==> config.mk <==
export PLATFORM = sky130hd
export DESIGN_NAME = uart_rx
export DESIGN_NICKNAME = d
export VERILOG_FILES = /design/src/rtl/uart_rx.sv
export SDC_FILE = /design/constraint.sdc
export NUM_CORES = 1
export LEC_CHECK = 0
export ABC_AREA = 1
export CAP_MARGIN = 20
export CORE_UTILIZATION = 51
export DETAILED_ROUTE_END_ITERATION = 7
export PLACE_DENSITY = 0.71
export RECOVER_POWER = 50
export SLEW_MARGIN = 5
export SYNTH_ARGS = -nofsm -noshare
export SYNTH_HDL_FRONTEND = slang
export SYNTH_SLANG_ARGS = --single-unit
==> constraint.sdc <==
create_clock -name clk -period 1.9 [get_ports clk]
set_clock_uncertainty 0.05 [all_clocks]
set_input_delay 0.19 -clock clk [delete_from_list [all_inputs] [get_ports clk]]
set_output_delay 0.19 -clock clk [all_outputs]
set_load 0.005 [all_outputs]
==> src/rtl/uart_rx.sv <==
// uart_rx: 8N1 receiver with two-flop synchroniser, glitch-rejecting start detect and 3-sample majority voting.
module uart_rx #(
    parameter int CLKS_PER_BIT = 868,
    parameter int HALF_BIT     = CLKS_PER_BIT / 2
) (
    input  logic       clk,
    input  logic       rst,
    input  logic       rx,
    output logic [7:0] dout,
    output logic       dout_rdy,
    output logic       frame_err,
    output logic       busy
);
    localparam int CW = $clog2(CLKS_PER_BIT);
    localparam logic [CW-1:0] HALF_LAST = CW'(HALF_BIT - 1);
    localparam logic [CW-1:0] BIT_LAST  = CW'(CLKS_PER_BIT - 1);

    typedef enum logic [2:0] {IDLE, START, DATA, STOP, WAIT_IDLE} state_t;

    state_t          state_q, state_d;
    logic [CW-1:0]   cnt_q, cnt_d;
    logic [2:0]      bit_idx_q, bit_idx_d;
    logic [7:0]      shreg_q, shreg_d;
    logic [7:0]      dout_q, dout_d;
    logic            dout_rdy_q, dout_rdy_d;
    logic            frame_err_q, frame_err_d;
    logic            busy_q, busy_d;
    logic            rx_meta_q, rx_s_q;
    logic [2:0]      hist_q, hist_d;
    logic            vote;

    assign hist_d = {hist_q[1:0], rx_s_q};
    assign vote   = (hist_q[0] & hist_q[1]) | (hist_q[0] & hist_q[2]) | (hist_q[1] & hist_q[2]);

    always_comb begin
        state_d     = state_q;
        cnt_d       = '0;
        bit_idx_d   = bit_idx_q;
        shreg_d     = shreg_q;
        dout_d      = dout_q;
        dout_rdy_d  = 1'b0;
        frame_err_d = 1'b0;
        case (state_q)
            IDLE:      state_d = rx_s_q ? IDLE : START;
            START: begin
                if (cnt_q == HALF_LAST) begin
                    state_d   = vote ? IDLE : DATA;
                    bit_idx_d = '0;
                end else begin
                    cnt_d = cnt_q + 1'b1;
                end
            end
            DATA: begin
                if (cnt_q == BIT_LAST) begin
                    shreg_d   = {vote, shreg_q[7:1]};
                    bit_idx_d = bit_idx_q + 3'd1;
                    state_d   = (bit_idx_q == 3'd7) ? STOP : DATA;
                end else begin
                    cnt_d = cnt_q + 1'b1;
                end
            end
            STOP: begin
                if (cnt_q == BIT_LAST) begin
                    state_d     = vote ? IDLE : WAIT_IDLE;
                    dout_d      = vote ? shreg_q : dout_q;
                    dout_rdy_d  = vote;
                    frame_err_d = !vote;
                end else begin
                    cnt_d = cnt_q + 1'b1;
                end
            end
            WAIT_IDLE: state_d = rx_s_q ? IDLE : WAIT_IDLE;
            default:   state_d = IDLE;
        endcase
        busy_d = (state_d != IDLE);
    end

    // Line-side flops reset to idle-high so reset release never looks like a start bit.
    always_ff @(posedge clk or negedge rst) begin
        if (!rst) begin
            state_q     <= IDLE;
            cnt_q       <= '0;
            bit_idx_q   <= '0;
            shreg_q     <= '0;
            dout_q      <= '0;
            dout_rdy_q  <= 1'b0;
            frame_err_q <= 1'b0;
            busy_q      <= 1'b0;
            rx_meta_q   <= 1'b1;
            rx_s_q      <= 1'b1;
            hist_q      <= 3'b111;
        end else begin
            state_q     <= state_d;
            cnt_q       <= cnt_d;
            bit_idx_q   <= bit_idx_d;
            shreg_q     <= shreg_d;
            dout_q      <= dout_d;
            dout_rdy_q  <= dout_rdy_d;
            frame_err_q <= frame_err_d;
            busy_q      <= busy_d;
            rx_meta_q   <= rx;
            rx_s_q      <= rx_meta_q;
            hist_q      <= hist_d;
        end
    end

    assign dout      = dout_q;
    assign dout_rdy  = dout_rdy_q;
    assign frame_err = frame_err_q;
    assign busy      = busy_q;
endmodule

# Word-level counts from Yosys, hierarchy flattened
# Index checks and enable logic that the tools add are counted.
[totals] ff_bits=40 latchBits=0 ramBits=0 rom_bits=0 wordCells=54 n_memories=0
[op_classes] add_sub_neg=2 n_mul=0 n_div=0 order_cmp=0 n_eq_ne=9 shifts=0 mux=19 bitwise_logic=5 n_reduce_logical=8
[ops] op="$mux W3" n=7
[ops] op="$mux W10" n=2
[ops] op="$pmux W10 S2" n=1
[ops] op="$pmux W3 S5" n=1
[ops] op="$add A10 B1 Y10 const B" n=1
[ops] op="$eq A10 B10 Y1 const B" n=1
[ops] op="$eq A10 B9 Y1 const B" n=1
[ops] op="$eq A3 B2 Y1 const B" n=2
[ops] op="$eq A3 B3 Y1 const B" n=2
[ops] op="$mux W1" n=6
[ops] op="$pmux W3 S2" n=1
[ops] op="$reduce_and A3 Y1" n=2
[ops] op="$ne A2 B2 Y1 const B" n=2
[ops] op="$add A3 B1 Y3 const B" n=1
[ops] op="$and A1 B1 Y1" n=3
[ops] op="$eq A3 B1 Y1 const B" n=1
[ops] op="$logic_not A3 Y1" n=1
[ops] op="$reduce_bool A3 Y1" n=1
[ops] op="$mux W2" n=1
[ops] op="$or A1 B1 Y1" n=2
[ops] op="$reduce_and A2 Y1" n=1
[ops] op="$reduce_bool A2 Y1" n=1
[ops] op="$reduce_or A2 Y1" n=1
[ops] op="$logic_not A1 Y1" n=1

# Logic depth before layout (Yosys ltp)
[depth] depth_word=7 mapped_depth=9 ltp_nobuf=9

# Worst setup path after synthesis
# OpenSTA, ideal clock, no wires.
[synth_path] path_kind="register to register" start="register cnt_q[0]" end="register dout_q[6], in the netlist dout[6]" setup_ns=0.117 arrival_time_ns=1.344 t_required_ns=1.733 setup_slack_ns=0.388 path_stages_with_launch=8 n_path_buf=1 synth_period_minus_slack_ns=1.512 path_cell_list="dfrtp_1 ha_1 nand3_4 nor2_4 nand3_2 buf_6 o21ai_1 inv_1"
[synth_via] elab_chain_cells=2
[synth_lines] element="from (decl)" line="21" source="logic [CW-1:0] cnt_q, cnt_d;"
[synth_lines] element="from (signal assigned)" line="94" source="cnt_q <= cnt_d;"
[synth_lines] element="$eq A10 B10 Y1" line="63" source="if (cnt_q == BIT_LAST) begin"
[synth_lines] element="$reduce_and A3 Y1 (no line)"
[synth_lines] element="to (signal assigned)" line="97" source="dout_q <= dout_d;"
[synth_lines] element="to (decl)" line="24" source="logic [7:0] dout_q, dout_d;"
# Every way passes these cells.
# A chain may end at the register's enable or synchronous reset.

# Worst setup path after layout
[layout_path] start="register cnt_q[0]" end="register bit_idx_q[2]"
[layout_via] elab_chain_cells=3 word_cells_on_any_way=5 classes_between="4 x eq/ne; 1 x reduce/logical"
[layout_lines] element="$eq A10 B10 Y1 or $eq A10 B9 Y1 (tied branches)" line="54, 46"
[layout_lines] element="$ne A2 B2 Y1 (no line)"
[layout_lines] element="$reduce_and A3 Y1 (no line) (*)"
[layout_lines] element="to (signal assigned)" line="95" source="bit_idx_q <= bit_idx_d;"
[layout_lines] element="to (decl)" line="22" source="logic [2:0] bit_idx_q, bit_idx_d;"
# Every way passes the cells marked *; elsewhere a longest branch is shown, timed or not.

==> flow_metrics.env <==
export IMPL_drt_wl_total_um=3090
export IMPL_fp_dieW_um=62.46
export IMPL_vdd_drop_max_uv=685.1
export IMPL_required_ns=2.08
export IMPL_ff2ff_path_depth=6
export IMPL_synth_nets=215
export IMPL_placed_cell_area_um2=2046
export IMPL_period_share_pct=89.17
export IMPL_hold_path_class="reg -> reg"
export IMPL_die_h_um=62.46
export IMPL_finalHoldViolations=0
export IMPL_drtIter0Drc=49
export IMPL_clk_pin_slew_ns=0.13
export IMPL_reg2reg_to="bit_idx_q[2]"
export IMPL_clk_latency_ns=0.34
export IMPL_postLayoutCellArea_um2=2158
export IMPL_p_leak_nw=1.124
export IMPL_grt_usage_pct=19.04
export IMPL_die_area_um2=3901
export IMPL_cp_arrival_ns=1.87
export IMPL_max_freq_ghz=0.5902
export IMPL_cts_root_buffer="clkbuf_4"
export IMPL_cp_max_fo=10
export IMPL_area_growth_pct=15.77
export IMPL_drv_cap=0
export IMPL_final_util_pct=63.19
export IMPL_synth_seq_cells=40
export IMPL_cts_tree="built"
export IMPL_clock_sinks=40
export IMPL_dp_cells=267
export IMPL_syn_inst=208
export IMPL_cts_buffer_depth=2
export IMPL_startpoint="cnt_q[0]"
export IMPL_p_per_area_nw_per_um2=667.8
export IMPL_vias=1326
export IMPL_finalSetupViolations=0
export IMPL_nNetsFinal=238
export IMPL_io_pins=14
export IMPL_maxSlewViolCount=0
export IMPL_rsz0062_at_grt="false"
export IMPL_core_area_um2=3416
export IMPL_wl_per_cell_um=11.12
export IMPL_cp_start_kind="register"
export IMPL_worst_pin_slew_ns=0.9314
export IMPL_antenna_found_initial=0
export IMPL_yosysSeqAreaShare_pct=54.03
export IMPL_endpoint_kind="register"
export IMPL_start_util_pct=54.58
export IMPL_synth_cell_types=27
export IMPL_endpoint="bit_idx_q[2]"
export IMPL_r2r_start="cnt_q[0]"
export IMPL_grt_pass1_vias=1271
export IMPL_cts_inserted_buffers=5
export IMPL_port_buffers=13
export IMPL_max_slew_margin_pct=37.91
export IMPL_cts_max_level=2
export IMPL_grt_max_degree=41
export IMPL_tns_ns=0
export IMPL_dp_hpwl_um=2298
export IMPL_drive_above_1_share_pct=15.95
export IMPL_path_class="reg -> reg"
export IMPL_final_cell_count_no_fill=278
export IMPL_layout_min_cycle_time_ns=1.694
export IMPL_via_per_inst=4.770
export IMPL_place_congestion=0.8385
export IMPL_antenna_cells=0
export IMPL_fin_ws_ns=0.2057
export IMPL_avgSynthCellArea_um2=8.963
export IMPL_drt_pass1_iter_count=4
export IMPL_syn_area_um2=1864
export IMPL_grt_pass1_wl_um=5720
export IMPL_drc_errors=0
export IMPL_status="finished, final reports clean"
export IMPL_postRouteAntennaNets=0
export IMPL_grt_ovfl_total=0
export IMPL_r2r_setup_slack_ns=0.21
export IMPL_pre_cts_slack_ns=0.1429
export IMPL_std_cell_rows=21
export IMPL_yosys_warnings=0
[area by class of cell]
class,instances,area (um2)
fillers,312,1257
inverters,37,138.9
repair buffers,18,165.2
multi-input cells,129,709.4
well taps,46,57.56
flip-flops and latches,40,1007
clock buffers,5,37.54
clock inverters,3,42.54
[metal layers]
metal | part of all wire (%) | up-vias | track usage (%) | wire length [um]
met3 | 3.7 | 2 | 4.380 | 114
met4 | 0.78 | 0 | 6.977 | 24
met5 | 0 | - | 0 | 0
met1 | 45 | 612 | 24.48 | 1378
met2 | 51 | 24 | 31.39 | 1573
li1 | - | 688 | - | -
[how the worst min path moves through the flow]
stage,startpoint,to,depth (start not counted)
finish,rx_meta_q,rx_s_q,0
global route,rx_meta_q,rx_s_q,0
global placement,rst,cnt_q[4],1
CTS,rx,rx_meta_q,1
floorplan,rst,bit_idx_q[0],0
detailed placement,rst,dout[1],1
[cells in the mapped netlist (all sizes together)]
cell type / number / share of area (%)
a21oi: 2 / 0.54
buf: 2 / 0.87
dfrtp: 35 / 47
dfstp: 5 / 7.0
ha: 4 / 2.7
inv: 37 / 7.4
nand2: 53 / 11
nand3: 10 / 4.2
nand4: 3 / 1.0
nor2: 26 / 6.4
nor3: 6 / 2.8
o21ai: 17 / 6.0
o21bai: 1 / 0.40
or2: 2 / 0.67
xnor2: 2 / 0.94
xor2: 3 / 1.4
[repair_timing]
action | in CTS | in global routing
hold buffers | 1 | 0
buffers inserted | 0 | 2
resized for setup | 0 | 1
endpoints found under the setup margin | 0 | 7
hold endpoints to repair | 35 | 0
[per-stage QoR]
step           total power [mW]  hold WS (ns)
4_1_cts                   1.467        0.1867
5_1_grt                   1.497        0.3270
6_report                  1.441        0.3207
2_1_floorplan            0.8854       -0.1556
3_3_place_gp             0.9094        0.2917
3_5_place_dp             0.9098        0.2960
[flip-flops by register name, summed over array words and instances, names as in the netlist, 3 cells and up]
register   flops
dout           8
bit_idx_q      3
state_q        3
shreg_q        8
cnt_q         10
hist_q         3
[kinds of logic after synthesis]
group / Yosys count / share of synthesized area [%]
simple gates: 100 / 25.71
xor+xnor: 5 / 2.349
buf+inv: 39 / 8.322
fa+ha+maj: 4 / 2.685
flops: 40 / 54.03
compound gates: 20 / 6.913
[critical path: stages (launching register included)]
cell,delay (ns)
dfrtp_1,0.43
ha_1,0.30
nand3_4,0.15
nor3_4,0.41
o21ai_2,0.11
nand2_1,0.07
nand2_1,0.05
[power breakdown]
| part | switching, mW | internal (mW) |
|---|---|---|
| Combinational | 0.0216 | 0.00763 |
| Clock | 0.275 | 0.274 |
| Sequential | 0.00355 | 0.860 |
[placed cells by master (no fill, tap or decap)]
cell type / instances
a21oi_1: 2
buf_4: 4
bufinv_16: 1
clkbuf_2: 1
clkbuf_4: 5
clkdlybuf4s50_1: 11
clkinv_2: 1
clkinvlp_4: 1
dfrtp_1: 35
dfstp_1: 3
dfstp_2: 2
dlygate4sd3_1: 2
ha_1: 4
inv_1: 36
inv_2: 1
nand2_1: 53
nand3_1: 6
nand3_2: 2
nand3_4: 2
nand4_1: 3
nor2_1: 19
nor2_2: 6
nor2_4: 1
nor3_1: 3
nor3_2: 2
nor3_4: 1
o21ai_0: 3
o21ai_1: 7
o21ai_2: 7
o21bai_1: 1
or2_0: 1
or2_1: 1
xnor2_1: 2
xor2_1: 3
(Power assumes the default switching activity.)
